## src/rtl/nes_clock_sequencer.sv

```systemverilog
`default_nettype none
// ============================================================================
// Module      : nes_clock_sequencer
// Description : Derives CPU/PPU clock enables, CPU phi2 (M2), CPU reset hold
//               and a CPU cycle counter from the master clock, with NTSC/PAL
//               divider selection and a halt / single-step debug controller.
// Revision    : 1.0 - initial release
// ============================================================================
module nes_clock_sequencer #(
   parameter int NTSC_CPU_DIV = 12,
   parameter int NTSC_PPU_DIV = 4,
   parameter int PAL_CPU_DIV  = 16,
   parameter int PAL_PPU_DIV  = 5,
   parameter int RESET_HOLD   = 8,
   parameter int CNT_W        = 32
) (
   input  logic             MCLK,
   input  logic             RESET,
   input  logic             PAL_MODE,
   input  logic             HALT,
   input  logic             STEP,
   output logic             CPU_CE,
   output logic             PPU_CE,
   output logic             M2,
   output logic             CPU_RESET,
   output logic [CNT_W-1:0] CPU_CYCLES,
   output logic             HALTED
);

   localparam int MAX_CPU_DIV = (NTSC_CPU_DIV > PAL_CPU_DIV) ? NTSC_CPU_DIV : PAL_CPU_DIV;
   localparam int MAX_PPU_DIV = (NTSC_PPU_DIV > PAL_PPU_DIV) ? NTSC_PPU_DIV : PAL_PPU_DIV;
   localparam int CW = $clog2(MAX_CPU_DIV + 1);
   localparam int PW = $clog2(MAX_PPU_DIV + 1);
   localparam int HW = $clog2(RESET_HOLD + 1);

   typedef enum logic [1:0] {
      S_RUN    = 2'd0,
      S_HALTED = 2'd1,
      S_STEP   = 2'd2
   } state_t;

   state_t        state;
   logic [CW-1:0] cdiv;
   logic [PW-1:0] pdiv;
   logic          pal_q;
   logic          step_q;
   logic [HW-1:0] hold_cnt;

   logic [CW-1:0] cpu_last;
   logic [PW-1:0] ppu_last;
   logic [CW-1:0] m2_thresh;
   logic          advance;
   logic          cpu_wrap;
   logic          ppu_wrap;
   logic          step_rise;

   // Divider terminal counts and phi2 low-phase length follow the latched mode
   assign cpu_last  = pal_q ? CW'(PAL_CPU_DIV - 1) : CW'(NTSC_CPU_DIV - 1);
   assign ppu_last  = pal_q ? PW'(PAL_PPU_DIV - 1) : PW'(NTSC_PPU_DIV - 1);
   assign m2_thresh = pal_q ? CW'((PAL_CPU_DIV * 3) / 8) : CW'((NTSC_CPU_DIV * 3) / 8);

   assign advance   = (state != S_HALTED);
   assign cpu_wrap  = advance && (cdiv == cpu_last);
   assign ppu_wrap  = advance && (pdiv == ppu_last);
   assign step_rise = STEP & ~step_q;

   // Enables and M2 are decoded purely from registered state, so they are
   // glitch-free and freeze naturally while the counters hold in HALTED
   assign CPU_CE = cpu_wrap;
   assign PPU_CE = ppu_wrap;
   assign M2     = (cdiv >= m2_thresh);
   assign HALTED = (state == S_HALTED);

   // Dividers, mode latch, cycle counter, CPU reset hold and run/halt/step FSM
   always_ff @(posedge MCLK) begin
      if (RESET) begin
         state      <= S_RUN;
         cdiv       <= '0;
         pdiv       <= '0;
         pal_q      <= PAL_MODE;
         step_q     <= 1'b0;
         hold_cnt   <= '0;
         CPU_RESET  <= 1'b1;
         CPU_CYCLES <= '0;
      end else begin
         step_q <= STEP;

         if (advance) begin
            cdiv <= cpu_wrap ? '0 : cdiv + 1'b1;
            pdiv <= ppu_wrap ? '0 : pdiv + 1'b1;
         end

         if (cpu_wrap) begin
            CPU_CYCLES <= CPU_CYCLES + 1'b1;
            // Mode is only taken at a CPU cycle boundary; a change realigns
            // the PPU divider with the new CPU period
            pal_q <= PAL_MODE;
            if (PAL_MODE != pal_q) begin
               pdiv <= '0;
            end
            if (CPU_RESET) begin
               if (hold_cnt == HW'(RESET_HOLD - 1)) begin
                  CPU_RESET <= 1'b0;
               end else begin
                  hold_cnt <= hold_cnt + 1'b1;
               end
            end
         end

         case (state)
            S_RUN: begin
               if (cpu_wrap && HALT) begin
                  state <= S_HALTED;
               end
            end
            S_HALTED: begin
               if (!HALT) begin
                  state <= S_RUN;
               end else if (step_rise) begin
                  state <= S_STEP;
               end
            end
            S_STEP: begin
               // STEP edges seen here are deliberately dropped, not queued
               if (cpu_wrap) begin
                  state <= HALT ? S_HALTED : S_RUN;
               end
            end
            default: state <= S_RUN;
         endcase
      end
   end

endmodule
`default_nettype wire

```

## config.mk

```make
export PLATFORM = sky130hd
export DESIGN_NAME = nes_clock_sequencer
export DESIGN_NICKNAME = d
export VERILOG_FILES = /design/src/rtl/nes_clock_sequencer.sv
export SDC_FILE = /design/constraint.sdc
export NUM_CORES = 1
export LEC_CHECK = 0
export CAP_MARGIN = 20
export CORE_UTILIZATION = 56
export DETAILED_ROUTE_END_ITERATION = 7
export PLACE_DENSITY = 0.84
export SETUP_SLACK_MARGIN = 0.02
export SLEW_MARGIN = 10
export SYNTH_ARGS = -nofsm -noshare
export SYNTH_HDL_FRONTEND = slang
export SYNTH_SLANG_ARGS = --single-unit
```

## constraint.sdc

```tcl
create_clock -name MCLK -period 3.83 [get_ports MCLK]
set_input_delay 0.383 -clock MCLK [delete_from_list [all_inputs] [get_ports MCLK]]
set_output_delay 0.383 -clock MCLK [all_outputs]
set_load 0.01 [all_outputs]
```

### After elaboration in Yosys (flattened, before gate mapping)

Index checks and enable logic that the tools add are counted.

| cells by class | value |
|---|---|
| bitwise logic cells | 3 |
| equality and inequality tests | 10 |
| reduce and logical (&&, ||, !) cells | 7 |
| add/sub/neg operators | 4 |
| muxes and demuxes | 18 |
| magnitude comparators | 1 |

Operators with widths:

| cell | count |
|---|---|
| $add A32 B1 Y32 const B | 1 |
| $mux W3 | 6 |
| $mux W2 | 5 |
| $pmux W2 S3 | 1 |
| $reduce_and A3 Y1 | 2 |
| $add A5 B1 Y5 const B | 1 |
| $eq A5 B4 Y1 | 1 |
| $ge A5 B3 Y1 | 1 |
| $mux W1 | 5 |
| $mux W5 | 1 |
| $add A4 B1 Y4 const B | 1 |
| $eq A4 B3 Y1 const B | 1 |
| $ne A2 B2 Y1 const B | 2 |
| $add A3 B1 Y3 const B | 1 |
| $eq A3 B3 Y1 | 1 |
| $logic_and A1 B1 Y1 | 3 |
| $ne A3 B2 Y1 const B | 1 |
| $eq A2 B1 Y1 const B | 1 |
| $eq A2 B2 Y1 const B | 1 |
| $logic_not A2 Y1 | 1 |
| $ne A2 B1 Y1 const B | 1 |
| $not A1 Y1 | 2 |
| $reduce_bool A2 Y1 | 1 |
| $and A1 B1 Y1 | 1 |
| $ne A1 B1 Y1 | 1 |

| word-level totals | value |
|---|---|
| register bits after elaboration | 49 |
| output and inout bits | 37 |
| word-level logic and storage cells | 51 |

### Longest topological paths before layout

Gate-level depths: netlist of run 1.

| logic depth | value |
|---|---|
| word-level depth | 7 |
| depth in mapped cells | 9 |
| gate-level depth less buffers | 7 |

### Worst setup path before layout of run 1

OpenSTA, ideal clock, no wires.

| path | value |
|---|---|
| path kind | flip-flop to flip-flop |
| from | reg cdiv[0] |
| to | reg CPU_CYCLES[31] |
| path buffers | 1 |
| setup time | 0.071 ns |
| required time | 3.759 ns |
| period minus slack after synthesis | 1.913 ns |
| setup slack | 1.917 ns |
| cell stages (with the launch flop) | 9 |
| arrival time | 1.842 ns |
| path through | dfxtp_1 > ha_1 > nand2_1 > or4_4 > buf_6 > clkinv_4 > nand3_4 > or3_1 > a21oi_1 |

| on the way | value |
|---|---|
| longest elaborated chain between the ends | 2 |

Ends and longest elaborated chain:

| what | line | text |
|---|---|---|
| start: declaration | 43 | `logic [CW-1:0] cdiv;` |
| start signal: assignment | 89 | `cdiv <= cpu_wrap ? '0 : cdiv + 1'b1;` |
| $eq A5 B4 Y1 | 63 | `assign cpu_wrap = advance && (cdiv == cpu_last);` |
| $logic_and A1 B1 Y1 | 63 |  |
| end signal: assignment | 94 | `CPU_CYCLES <= CPU_CYCLES + 1'b1;` |
| end: declaration | 26 | `output logic [CNT_W-1:0] CPU_CYCLES,` |

No other way between the ends.
A chain may end at the register's enable or synchronous reset.

### Worst setup path in the final report of run 1

| path | value |
|---|---|
| from | reg state[1] |
| to | out CPU_CE |

| on the way | value |
|---|---|
| longest elaborated chain between the ends | 2 |

Ends and longest elaborated chain:

| what | line | text |
|---|---|---|
| start: declaration | 42 | `state_t state;` |
| start signal: assignment | 126 | `state <= HALT ? S_HALTED : S_RUN;` |
| $ne A2 B1 Y1 | 62 | `assign advance = (state != S_HALTED);` |
| $logic_and A1 B1 Y1 | 63 |  |
| end: declaration | 22 | `output logic CPU_CE,` |

No other way between the ends.

==> parameters.txt, run 1 <==
Parameter                              Value

Synthesis
  Yosys warning total ... 0
  Yosys top cell by area ... sky130_fd_sc_hd__dfxtp_1
  Syn avg cell area ... 8.703 um^2
  Area share of the leading cell type in the synthesized netlist ... 40.74%
  Post-synth design cell area ... 2359 um^2
  Main synth FF type ... sky130_fd_sc_hd__dfxtp_1
  Share of flip-flops with an asynchronous set or reset after synthesis ... 0%
  Number of synthesized flops with an enable pin ... 1
  Number of distinct library cell variants in the gate-level netlist after synthesis ... 44
  Most instantiated library cell after synthesis ... sky130_fd_sc_hd__dfxtp_1
  Synth top area cells ... sky130_fd_sc_hd__dfxtp_1, sky130_fd_sc_hd__xnor2_1, sky130_fd_sc_hd__nor2_1
  Synthesized instance count ... 271
  Sequential-to-total area share from yosys stat ... 42.02%
  Top post-synthesis cells by count ... sky130_fd_sc_hd__dfxtp_1, sky130_fd_sc_hd__nor2_1, sky130_fd_sc_hd__nand2_1, sky130_fd_sc_hd__xnor2_1, sky130_fd_sc_hd__nand4_1
  Total nets after synthesis ... 281
  Number of storage elements in the synthesis netlist ... 49

Global routing
  GRT Max-Usage Layer ... met2
  Global route total overflow ... 0
  Overall Global Routing Usage ... 24.24%
  GR Layer Usage met3 ... 5.137%
  Via count of the first global-routing pass ... 1784
  Pin count of the biggest net entering global routing ... 31
  Routing usage on met1 ... 32.88%
  Met2 layer usage reported by global route ... 37.12%
  Initial antenna violation count ... 0
  Wire length of the first global-routing pass ... 8.190 mm

CTS
  Cell chosen for the clock root ... sky130_fd_sc_hd__clkbuf_8
  TritonCTS buffer count ... 5
  CTS-repair resized insts ... 0
  # Post-CTS Setup Buffers ... 0
  Number of H-tree levels ... 2
  Worst-path clk slew ... 90 ps
  Clock tree from TritonCTS ... done
  CTS hold repair buffers ... 0
  Buffer depth of the longest clock path ... 2
  Clock latency on the worst-skew pair ... 300 ps
  CTS sink cnt ... 49

Floorplan
  Die Span X ... 66.90 um
  Die height ... 66.90 um
  Core box area ... 4029 um^2
  Effective utilization at floorplan ... 58.54%
  Cell row count ... 23
  Top-level port count ... 42
  Area of the die ... 4475 um^2

Power and ir drop
  Cell leakage power ... 0.0009910 uW
  Peak supply drop ... 0.0002186 V
  Power consumption ... 927.5 uW
  Power per Cell Area ... 321.5 nW/um^2

STA
  Max_slew headroom ... 30.27%
  Setup violations, final ... 0
  Fmax achieved ... 356.4 MHz
  Crit share post-route ... 73.27%
  Hold slack ... 488.9 ps
  Setup skew after layout ... 10.64 ps
  Final critical path time including I/O delays and setup ... 2806 ps
  Setup repair after global routing missed its margin ... false
  TNS Setup ... 0 ps
  Final Max Slew Viols ... 0
  Actual transition at the worst max-transition pin ... 1043 ps
  Number of hold-slack violations in the final timing report ... 0

Layout
  Filler-free cell count of the finished design ... 360
  Footprint of the multi-input gates ... 1267 um^2
  Final net count ... 319
  Post-synthesis to final-layout area growth ... 22.33%
  Seq. cell area ... 991.0 um^2
  Final antenna diode count ... 0
  Fraction of final layout cells sized beyond drive strength 1 ... 6.452%
  Area of all placed cells without fillers ... 2885 um^2
  Filler Cell Count ... 311

Place
  Post-DP Area ... 2778 um^2
  DPL Wire Length ... 3.470 mm
  Quantity of I/O buffers inserted on ports ... 41
  Routability congestion estimate from global placement ... 0.8795
  Placed insts ... 352

Routing
  Detailed router's first-iteration violation count ... 179
  Post-DR wirelength/cell ... 13.61 um
  Number of routed nets with antenna violations ... 0
  TritonRoute pass-1 iters ... 4
  Vias per cell ... 5.619
  Remaining routing DRC violations ... 0
  Wirelength, routed ... 4.899 mm
  DR vias ... 2023

Hold path
  Tightest Hold Check Type ... flip-flop to flip-flop

Worst setup path
  Crit Path Class ... flip-flop to output pin
  Maximum net fanout on the critical path ... 18
  Crit path DAT ... 2420 ps
  Critical path endpoint category ... output pin
  Required time of the worst setup path ... 3450 ps
  Startpoint Class ... flip-flop

Flow run
  Maximum capacitance violations ... 0

Outcome
  Status ... finished, final reports clean
cell families after synthesis:
logic type,count (synthesis),share of synthesized area (%)
buffers and inverters,20,4.244
XOR/XNOR,32,11.88
adder cells (fa/ha/maj),5,2.653
AND/OR/NAND/NOR,134,32.04
flip-flops,49,42.02
AO/OA/AOI/OAI,31,7.162
report_power, final:
| group | internal [uW] | total [uW] | switching [uW] |
|---|---|---|---|
| Sequential | 518 | 525 | 7.61 |
| Clock | 194 | 361 | 167 |
| Combinational | 19.2 | 41.3 | 22.1 |
| Total | 731 | 928 | 197 |
final timing paths:
check / from / endpoint / slack, ps / cells after the start
max reg2reg: state[1] / CPU_CYCLES[27] / 1550 / 7
min reg2reg: state[1] / state[1] / 490 / 2
max: state[1] / CPU_CE / 1020 / 5
min: state[1] / state[1] / 490 / 2
final cells by class:
type                       count  share of cell area [%]
multi-input combinational    202                   43.93
sequential                    49                   34.35
timing repair buffer          42                   14.48
clock buffer                   6                   2.515
tap                           50                   2.168
inverter                       9                   1.344
clock inverter                 2                   1.214
routing by layer:
metal | vias up | part of all wire, %
met1 | 939 | 47
met3 | 4 | 5.6
met5 | - | 0
met2 | 60 | 46
met4 | 0 | 1.2
li1 | 1020 | -
flip-flops by register name (all words and copies together), names as in the netlist:
signal      count
CPU_RESET       1
state           2
pdiv            3
hold_cnt        4
pal_q           1
step_q          1
CPU_CYCLES     32
cdiv            5
worst max-delay path, cell delays in order (launching register included):
cell and delay, ps:
sky130_fd_sc_hd__dfxtp_1 330, sky130_fd_sc_hd__nand2b_2 250, sky130_fd_sc_hd__inv_2 120, sky130_fd_sc_hd__or4_4 670, sky130_fd_sc_hd__clkinv_4 190, sky130_fd_sc_hd__clkdlybuf4s50_1 560
stage by stage:
stage	utilization, %	worst slack, ps
final	71.61	1024
after global routing	71.61	930.7
after CTS	71.61	1027
after detailed placement	68.94	1368
after global placement	68.94	1393
after floorplan	-	1917
placed cells by master, fill, tap and decap left out, types with 2 or more instances in the layout:
master / n
sky130_fd_sc_hd__nor3_1: 9
sky130_fd_sc_hd__inv_1: 7
sky130_fd_sc_hd__xnor2_1: 18
sky130_fd_sc_hd__nand3b_1: 2
sky130_fd_sc_hd__ha_1: 5
sky130_fd_sc_hd__nand4_1: 17
sky130_fd_sc_hd__clkdlybuf4s50_1: 41
sky130_fd_sc_hd__or3_1: 10
sky130_fd_sc_hd__nand3_1: 6
sky130_fd_sc_hd__dfxtp_1: 48
sky130_fd_sc_hd__a21oi_1: 15
sky130_fd_sc_hd__nand2_1: 23
sky130_fd_sc_hd__nor2_1: 37
sky130_fd_sc_hd__nor4_1: 7
sky130_fd_sc_hd__nor2b_1: 2
sky130_fd_sc_hd__clkbuf_8: 5
sky130_fd_sc_hd__and3_1: 2
sky130_fd_sc_hd__xor2_1: 14
sky130_fd_sc_hd__nor4bb_1: 2
sky130_fd_sc_hd__and4_1: 2
sky130_fd_sc_hd__o21ai_0: 11
sky130_fd_sc_hd__nand2b_1: 3
sky130_fd_sc_hd__nor4_2: 2
Power figures use the tool's default switching activity.
==> inputs of run 2 (changes only) <==
Settings changed: CORE_UTILIZATION 56 to 52, PLACE_DENSITY 0.84 to 0.79.
Clock period 3.83 ns to 2.7 ns, I/O delays scaled along.
==> parameters.txt, run 2 (synthesized netlist as in run 1, its figures left out) <==
Parameter                              Value

Global routing
  Routing usage on met1 ... 29.79% (-3.1 points)
  Met2 layer usage reported by global route ... 33.76% (-3.4 points)
  Overall Global Routing Usage ... 21.54% (-2.7 points)
  Initial antenna violation count ... 0 (unchanged)
  GRT Max-Usage Layer ... met2
  Via count of the first global-routing pass ... 1843 (+3.3%)
  GR Layer Usage met3 ... 5.233% (+0.096 points)
  Wire length of the first global-routing pass ... 8.466 mm (+3.4%)
  Pin count of the biggest net entering global routing ... 28 (-9.7%)
  Global route total overflow ... 0 (unchanged)

Hold path
  Tightest Hold Check Type ... flip-flop to flip-flop
  Worst Hold Depth ... 2 (unchanged)
  Beginning of the worst hold path ... CPU_RESET
  WHS Endpoint ... CPU_RESET

Routing
  Vias per cell ... 5.559 (-1.1%)
  Detailed router's first-iteration violation count ... 115 (-36%)
  TritonRoute pass-1 iters ... 4 (unchanged)
  Number of routed nets with antenna violations ... 0 (unchanged)
  Wirelength, routed ... 4.846 mm (-1.1%)
  Post-DR wirelength/cell ... 13.28 um (-2.4%)
  Remaining routing DRC violations ... 0 (unchanged)
  DR vias ... 2029 (+0.30%)

Power and ir drop
  Combinational group share of total power ... 4.2% (-0.3 points)
  Power consumption ... 1346 uW (+45%)
  Cell leakage power ... 0.001009 uW (+1.9%)
  Peak supply drop ... 0.0002775 V (+27%)
  Switching Fraction ... 20.95% (-0.24 points)
  Net Switching ... 282.0 uW (+43%)
  Cell internal power dissipation ... 1064 uW (+46%)
  Portion of total power attributed to the clock network ... 40.4% (+1.5 points)
  Relative contribution of sequential cells to total power ... 55.4% (-1.2 points)
  Power per Cell Area ... 461.1 nW/um^2 (+43%)

STA
  Setup skew after layout ... 5.336 ps (-5.304 ps)
  Number of hold-slack violations in the final timing report ... 0 (unchanged)
  Final Max Slew Viols ... 0 (unchanged)
  Hold slack ... 492.3 ps (+3.392 ps)
  Setup repair after global routing missed its margin ... false
  Final critical path time including I/O delays and setup ... 2540 ps
  Crit share post-route ... 94.08%
  Fmax achieved ... 393.7 MHz
  TNS Setup ... 0 ps (unchanged)
  Setup violations, final ... 0 (unchanged)
  Actual transition at the worst max-transition pin ... 599.7 ps (-443.0 ps)
  Max_slew headroom ... 59.89% (+30 points)

Outcome
  Status ... finished, final reports clean

Layout
  Most frequent cells in the layout ... sky130_fd_sc_hd__dfxtp_1, sky130_fd_sc_hd__clkdlybuf4s50_1, sky130_fd_sc_hd__nor2_1
  Largest register by flop count ... CPU_CYCLES
  Filler Cell Count ... 362 (+16%)
  Number of flip-flops in the largest register ... 32 (unchanged)
  Largest registers in the final layout ... CPU_CYCLES (32), cdiv (5), hold_cnt (4)
  Most common library cell in the layout ignoring fill and taps ... sky130_fd_sc_hd__dfxtp_1
  Final net count ... 322 (+0.94%)
  Post-synthesis to final-layout area growth ... 23.77%
  Fraction of final layout cells sized beyond drive strength 1 ... 7.348% (+0.90 points)
  Final antenna diode count ... 0 (unchanged)

CTS
  # Post-CTS Setup Buffers ... 0 (unchanged)
  CTS sink cnt ... 49 (unchanged)
  Buffer depth of the longest clock path ... 2 (unchanged)
  Cell chosen for the clock root ... sky130_fd_sc_hd__clkbuf_8
  Clock latency on the worst-skew pair ... 300 ps (about the same)
  Worst-path clk slew ... 90 ps (about the same)
  CTS hold repair buffers ... 0 (unchanged)
  Clock tree from TritonCTS ... done
  TritonCTS buffer count ... 5 (unchanged)
  Number of H-tree levels ... 2 (unchanged)
  CTS-repair resized insts ... 0 (unchanged)

Floorplan
  Top-level port count ... 42 (unchanged)
  Cell row count ... 24 (+4.3%)
  Die Span X ... 69.35 um (+3.7%)
  Die height ... 69.35 um (+3.7%)
  Core box area ... 4354 um^2 (+8.1%)
  Area of the die ... 4809 um^2 (+7.5%)
  Effective utilization at floorplan ... 54.17% (-4.4 points)

Worst setup path
  Worst reg-to-reg setup slack ... 540 ps (-1010 ps)
  Sequence of cells on the critical path ... nand2b_2, inv_2, or4_4, clkinv_4, clkdlybuf4s50_1
  Crit Path Class ... flip-flop to output pin
  R2R cell count ... 7 (unchanged)
  Delay of the slowest cell on the worst path ... 570 ps (-100 ps)
  Startpoint Class ... flip-flop
  Worst path top cell family by delay ... buffers and inverters
  Critical path endpoint category ... output pin
  Worst R2R End ... CPU_CYCLES[19]
  Maximum net fanout on the critical path ... 16 (-2)
  Required time of the worst setup path ... 2430 ps (-1020 ps)
  Crit path DAT ... 2270 ps (-150 ps)
  Slowest cell on the critical path ... sky130_fd_sc_hd__clkdlybuf4s50_1
  Start of the worst register-to-register path ... state[1]
  Worst Path Buf+Inv ... 3 (unchanged)

Flow run
  Maximum capacitance violations ... 0 (unchanged)

Place
  Quantity of I/O buffers inserted on ports ... 41 (unchanged)
  Routability congestion estimate from global placement ... 0.7795 (-11%)
  DPL Wire Length ... 3.545 mm (+2.2%)
## run 2: cell types whose count changed in the layout (fill, tap and decap cells not counted)
cell | previous run | this run
sky130_fd_sc_hd__clkbuf_8 | 5 | 6
sky130_fd_sc_hd__clkinv_2 | 1 | 0
sky130_fd_sc_hd__buf_4 | 1 | 4
## run 2: final cells by class
| cell class | count | area [um^2] | area share (%) |
|---|---|---|---|
| Inverter | 9 | 38.79 | 1.329 |
| Tap cell | 52 | 65.06 | 2.229 |
| Multi-Input combinational cell | 202 | 1267 | 43.42 |
| Timing Repair Buffer | 45 | 440.4 | 15.09 |
| Sequential cell | 49 | 991.0 | 33.95 |
| Clock inverter | 1 | 30.03 | 1.029 |
| Clock buffer | 7 | 86.33 | 2.958 |
## run 2: worst register-to-register path: cells and delay by family, from the launching register on
family / cells / cell delay (ps)
and+or+nand+nor: 4 / 1230
DFF: 1 / 340
buffers and inverters: 2 / 330
xor gates and xnor gates: 1 / 160
## run 2: per-layer routing
layer	vias up	wire [um]
li1	1033	-
met1	950	2297
met2	44	2323
met3	2	216
met4	0	8
met5	-	0
## run 2: stage by stage
step / instances / cell area [um^2] / setup slack [ps] / util (%)
floorplan: 271 / 2359 / 787.4 / -
global placement: 357 / 2803 / 547.5 / 64.37
detailed placement: 357 / 2803 / 498.5 / 64.37
CTS: 365 / 2919 / 149.4 / 67.04
global route: 365 / 2919 / 24.29 / 67.04
finish: 365 / 2919 / 159.7 / 67.04
## run 2: how the worst max path moves through the flow
stage | slack [ps] | end | from | depth (start not counted)
4_1_cts | 150 | CPU_CE | state[1] | 5
3_3_place_gp | 550 | CPU_CE | state[1] | 5
6_report | 160 | CPU_CE | state[1] | 5
3_5_place_dp | 500 | CPU_CE | state[1] | 5
5_1_grt | 20 | CPU_CE | state[1] | 5
2_1_floorplan | 790 | CPU_CYCLES[31] | cdiv[0] | 8
## run 2: power by group through the flow
stage	registers (uW)	logic, uW	clock network (uW)
2_1_floorplan	760	39.7	0
3_3_place_gp	762	56.4	0
3_5_place_dp	762	57.8	0
4_1_cts	745	57.5	554
5_1_grt	747	65.5	591
6_report	745	56.9	544
==> inputs of run 3 (changes only) <==
Settings changed: ABC_AREA set to 1, CORE_UTILIZATION 52 to 54, CTS_CLUSTER_SIZE set to 30, PLACE_DENSITY 0.79 to 0.8.
==> parameters.txt, run 3 <==
Parameter                              Value

STA
  Fmax achieved ... 453.4 MHz (+15%)
  Setup violations, final ... 0 (unchanged)
  Number of hold-slack violations in the final timing report ... 0 (unchanged)
  Crit share post-route ... 81.69% (-12 points)
  Max_slew headroom ... 74.19% (+14 points)
  Actual transition at the worst max-transition pin ... 386.2 ps (-213.6 ps)
  Setup skew after layout ... 2.669 ps (-2.666 ps)
  Final Max Slew Viols ... 0 (unchanged)
  Final critical path time including I/O delays and setup ... 2206 ps (-334.7 ps)
  TNS Setup ... 0 ps (unchanged)
  Worst setup margin ... 494.4 ps (+334.7 ps)
  Setup repair after global routing missed its margin ... false

Floorplan
  Die height ... 72.42 um (+4.4%)
  Cell row count ... 25 (+4.2%)
  Effective utilization at floorplan ... 56.32% (+2.1 points)
  Die Span X ... 72.42 um (+4.4%)
  Core box area ... 4755 um^2 (+9.2%)
  Area of the die ... 5244 um^2 (+9.1%)
  Top-level port count ... 42 (unchanged)

CTS
  Clock latency on the worst-skew pair ... 300 ps (about the same)
  Buffer depth of the longest clock path ... 2 (unchanged)
  TritonCTS buffer count ... 5 (unchanged)
  CTS-repair resized insts ... 0 (unchanged)
  Cell chosen for the clock root ... sky130_fd_sc_hd__clkbuf_8
  CTS sink cnt ... 49 (unchanged)
  Clock tree from TritonCTS ... done
  Worst-path clk slew ... 90 ps (about the same)
  CTS hold repair buffers ... 0 (unchanged)
  # Post-CTS Setup Buffers ... 0 (unchanged)
  Number of H-tree levels ... 2 (unchanged)

Routing
  TritonRoute pass-1 iters ... 4 (unchanged)
  Wirelength, routed ... 5.912 mm (+22%)
  Remaining routing DRC violations ... 0 (unchanged)
  Post-DR wirelength/cell ... 11.73 um (-12%)
  Detailed router's first-iteration violation count ... 94 (-18%)
  DR vias ... 2554 (+26%)
  Number of routed nets with antenna violations ... 0 (unchanged)
  Vias per cell ... 5.067 (-8.8%)

Place
  Quantity of I/O buffers inserted on ports ... 41 (unchanged)
  Post-DP Area ... 3124 um^2 (+11%)
  Worst slack, placed ... 822.6 ps (+324.1 ps)
  Routability congestion estimate from global placement ... 0.8916 (+14%)
  DPL Wire Length ... 4.450 mm (+26%)

Synthesis
  Number of synthesized flops with an enable pin ... 1 (unchanged)
  Main synth FF type ... sky130_fd_sc_hd__dfxtp_1
  Yosys top cell by area ... sky130_fd_sc_hd__dfxtp_1
  Number of distinct library cell variants in the gate-level netlist after synthesis ... 32 (-27%)
  Share of flip-flops with an asynchronous set or reset after synthesis ... 0% (unchanged)
  Post-synth design cell area ... 2678 um^2 (+14%)
  Most instantiated library cell after synthesis ... sky130_fd_sc_hd__nand2_1
  Top post-synthesis cells by count ... sky130_fd_sc_hd__nand2_1, sky130_fd_sc_hd__nor2_1, sky130_fd_sc_hd__dfxtp_1, sky130_fd_sc_hd__inv_1, sky130_fd_sc_hd__nand3_1
  Synthesized instance count ... 393 (+45%)
  Synth top area cells ... sky130_fd_sc_hd__dfxtp_1, sky130_fd_sc_hd__nand2_1, sky130_fd_sc_hd__nor2_1
  Total nets after synthesis ... 403 (+43%)
  Syn avg cell area ... 6.813 um^2 (-22%)
  Number of storage elements in the synthesis netlist ... 49 (unchanged)
  Sequential-to-total area share from yosys stat ... 37.01% (-5.0 points)
  Area share of the leading cell type in the synthesized netlist ... 35.89% (-4.9 points)
  Yosys warning total ... 0 (unchanged)

Layout
  Most common library cell in the layout ignoring fill and taps ... sky130_fd_sc_hd__nand2_1
  Most frequent cells in the layout ... sky130_fd_sc_hd__nand2_1, sky130_fd_sc_hd__nor2_1, sky130_fd_sc_hd__dfxtp_1
  Area of all placed cells without fillers ... 3211 um^2 (+10%)
  Post-synthesis to final-layout area growth ... 19.91%
  Footprint of the multi-input gates ... 1445 um^2 (+14%)
  Final antenna diode count ... 0 (unchanged)
  Largest register by flop count ... CPU_CYCLES
  Fraction of final layout cells sized beyond drive strength 1 ... 7.780% (+0.43 points)
  Largest registers in the final layout ... CPU_CYCLES (32), cdiv (5), hold_cnt (4)
  Filler Cell Count ... 443 (+22%)
  Number of flip-flops in the largest register ... 32 (unchanged)
  Seq. cell area ... 991.0 um^2 (unchanged)
  Final design utilization ... 67.53% (+0.49 points)
  Final net count ... 446 (+39%)

Worst setup path
  Delay of the slowest cell on the worst path ... 480 ps (-90 ps)
  R2R cell count ... 8 (+1)
  Required time of the worst setup path ... 2430 ps (about the same)
  Slowest cell on the critical path ... sky130_fd_sc_hd__clkdlybuf4s50_1
  Startpoint Class ... flip-flop
  Crit Path Class ... flip-flop to output pin
  Critical path endpoint category ... output pin
  Sequence of cells on the critical path ... ha_1, nand2_1, a21oi_1, or3_1, clkdlybuf4s50_1
  Start of the worst register-to-register path ... cdiv[0]
  Worst reg-to-reg setup slack ... 820 ps (+280 ps)
  Worst R2R End ... CPU_CYCLES[11]
  Maximum net fanout on the critical path ... 5 (-11)
  Crit path DAT ... 1940 ps (-330 ps)

Global routing
  Pin count of the biggest net entering global routing ... 30 (+7.1%)
  Initial antenna violation count ... 0 (unchanged)
  Global route total overflow ... 0 (unchanged)
  Via count of the first global-routing pass ... 2312 (+25%)
  Overall Global Routing Usage ... 24.32% (+2.8 points)
  Wire length of the first global-routing pass ... 10.07 mm (+19%)

Power and ir drop
  Peak supply drop ... 0.0003315 V (+19%)
  Switching Fraction ... 25.81% (+4.9 points)
  Portion of total power attributed to the clock network ... 31.8% (-8.6 points)
  Cell internal power dissipation ... 990.8 uW (-6.9%)
  Power per Cell Area ... 416.0 nW/um^2 (-9.8%)
  Power consumption ... 1336 uW (-0.76%)
  Relative contribution of sequential cells to total power ... 57.9% (+2.5 points)
  Net Switching ... 344.8 uW (+22%)
  Cell leakage power ... 0.001250 uW (+24%)
  Combinational group share of total power ... 10.3% (+6.1 points)

Hold path
  Beginning of the worst hold path ... CPU_RESET
  WHS Endpoint ... CPU_RESET
  Worst Hold Depth ... 2 (unchanged)
  Tightest Hold Check Type ... flip-flop to flip-flop

Flow run
  Maximum capacitance violations ... 0 (unchanged)

Outcome
  Status ... finished, final reports clean
run 3: cell count changes after synthesis, moves of 7 or more:
cell and delta:
sky130_fd_sc_hd__a21oi_1 +12, sky130_fd_sc_hd__inv_1 +36, sky130_fd_sc_hd__nand2_1 +67, sky130_fd_sc_hd__nand3_1 +26, sky130_fd_sc_hd__nor2_1 +34, sky130_fd_sc_hd__nor4_1 -7, sky130_fd_sc_hd__or3_1 -9, sky130_fd_sc_hd__xnor2_1 -15
sky130_fd_sc_hd__xor2_1 -10
run 3: kinds of logic after synthesis:
| family | synth area share, % |
|---|---|
| and+or+nand+nor | 42.01 |
| AOI/OAI and AO/OA | 7.337 |
| adders and majority gates | 2.336 |
| xor gates and xnor gates | 2.290 |
| buffers and inverters | 9.018 |
| DFF | 37.01 |
run 3: worst max-delay path: cells and delay by family (launching register included):
kind / cells / cell delay [ps]
buffers and inverters: 1 / 480
DFF: 1 / 450
and+or+nand+nor: 2 / 350
adders and majority gates: 1 / 300
AOI/OAI and AO/OA: 1 / 50
run 3: layout make-up:
cell class	count	share of cell area, %
timing repair buffer	44	13.48
clock buffer	5	2.143
inverter	45	5.339
multi-input combinational	291	45.01
sequential	49	30.87
tap	67	2.611
clock inverter	3	0.5456
run 3: metal layers:
| layer | global-route usage, % | vias to the layer above | wire length, um |
|---|---|---|---|
| met5 | 0 | - | 0 |
| met4 | 6.754 | 0 | 69 |
| met3 | 6.250 | 7 | 230 |
| met2 | 42.26 | 41 | 2876 |
| met1 | 29.66 | 1166 | 2736 |
| li1 | - | 1340 | - |
run 3: worst max path at each step:
stage                   from              to  slack, ps  depth (start not counted)
5_1_grt                pal_q              M2        400                          5
3_5_place_dp           pal_q              M2        820                          5
2_1_floorplan  CPU_CYCLES[0]  CPU_CYCLES[28]       1150                          9
3_3_place_gp           pal_q              M2        840                          5
6_report               pal_q              M2        490                          5
4_1_cts                pal_q              M2        480                          5
run 3: power groups by stage:
stage               logic (uW)  registers, uW  clock network (uW)
floorplan                 98.6            784                   0
CTS                        138            774                 440
detailed placement         137            791                   0
finish                     137            774                 425
global placement           131            790                   0
global route               159            776                 467
run 3: metrics by stage:
stage | cells | hold slack (ps)
floorplan | 393 | 347.4
global placement | 496 | 480.1
detailed placement | 496 | 475.5
CTS | 504 | 496.7
global route | 504 | 528.5
finish | 504 | 496.7
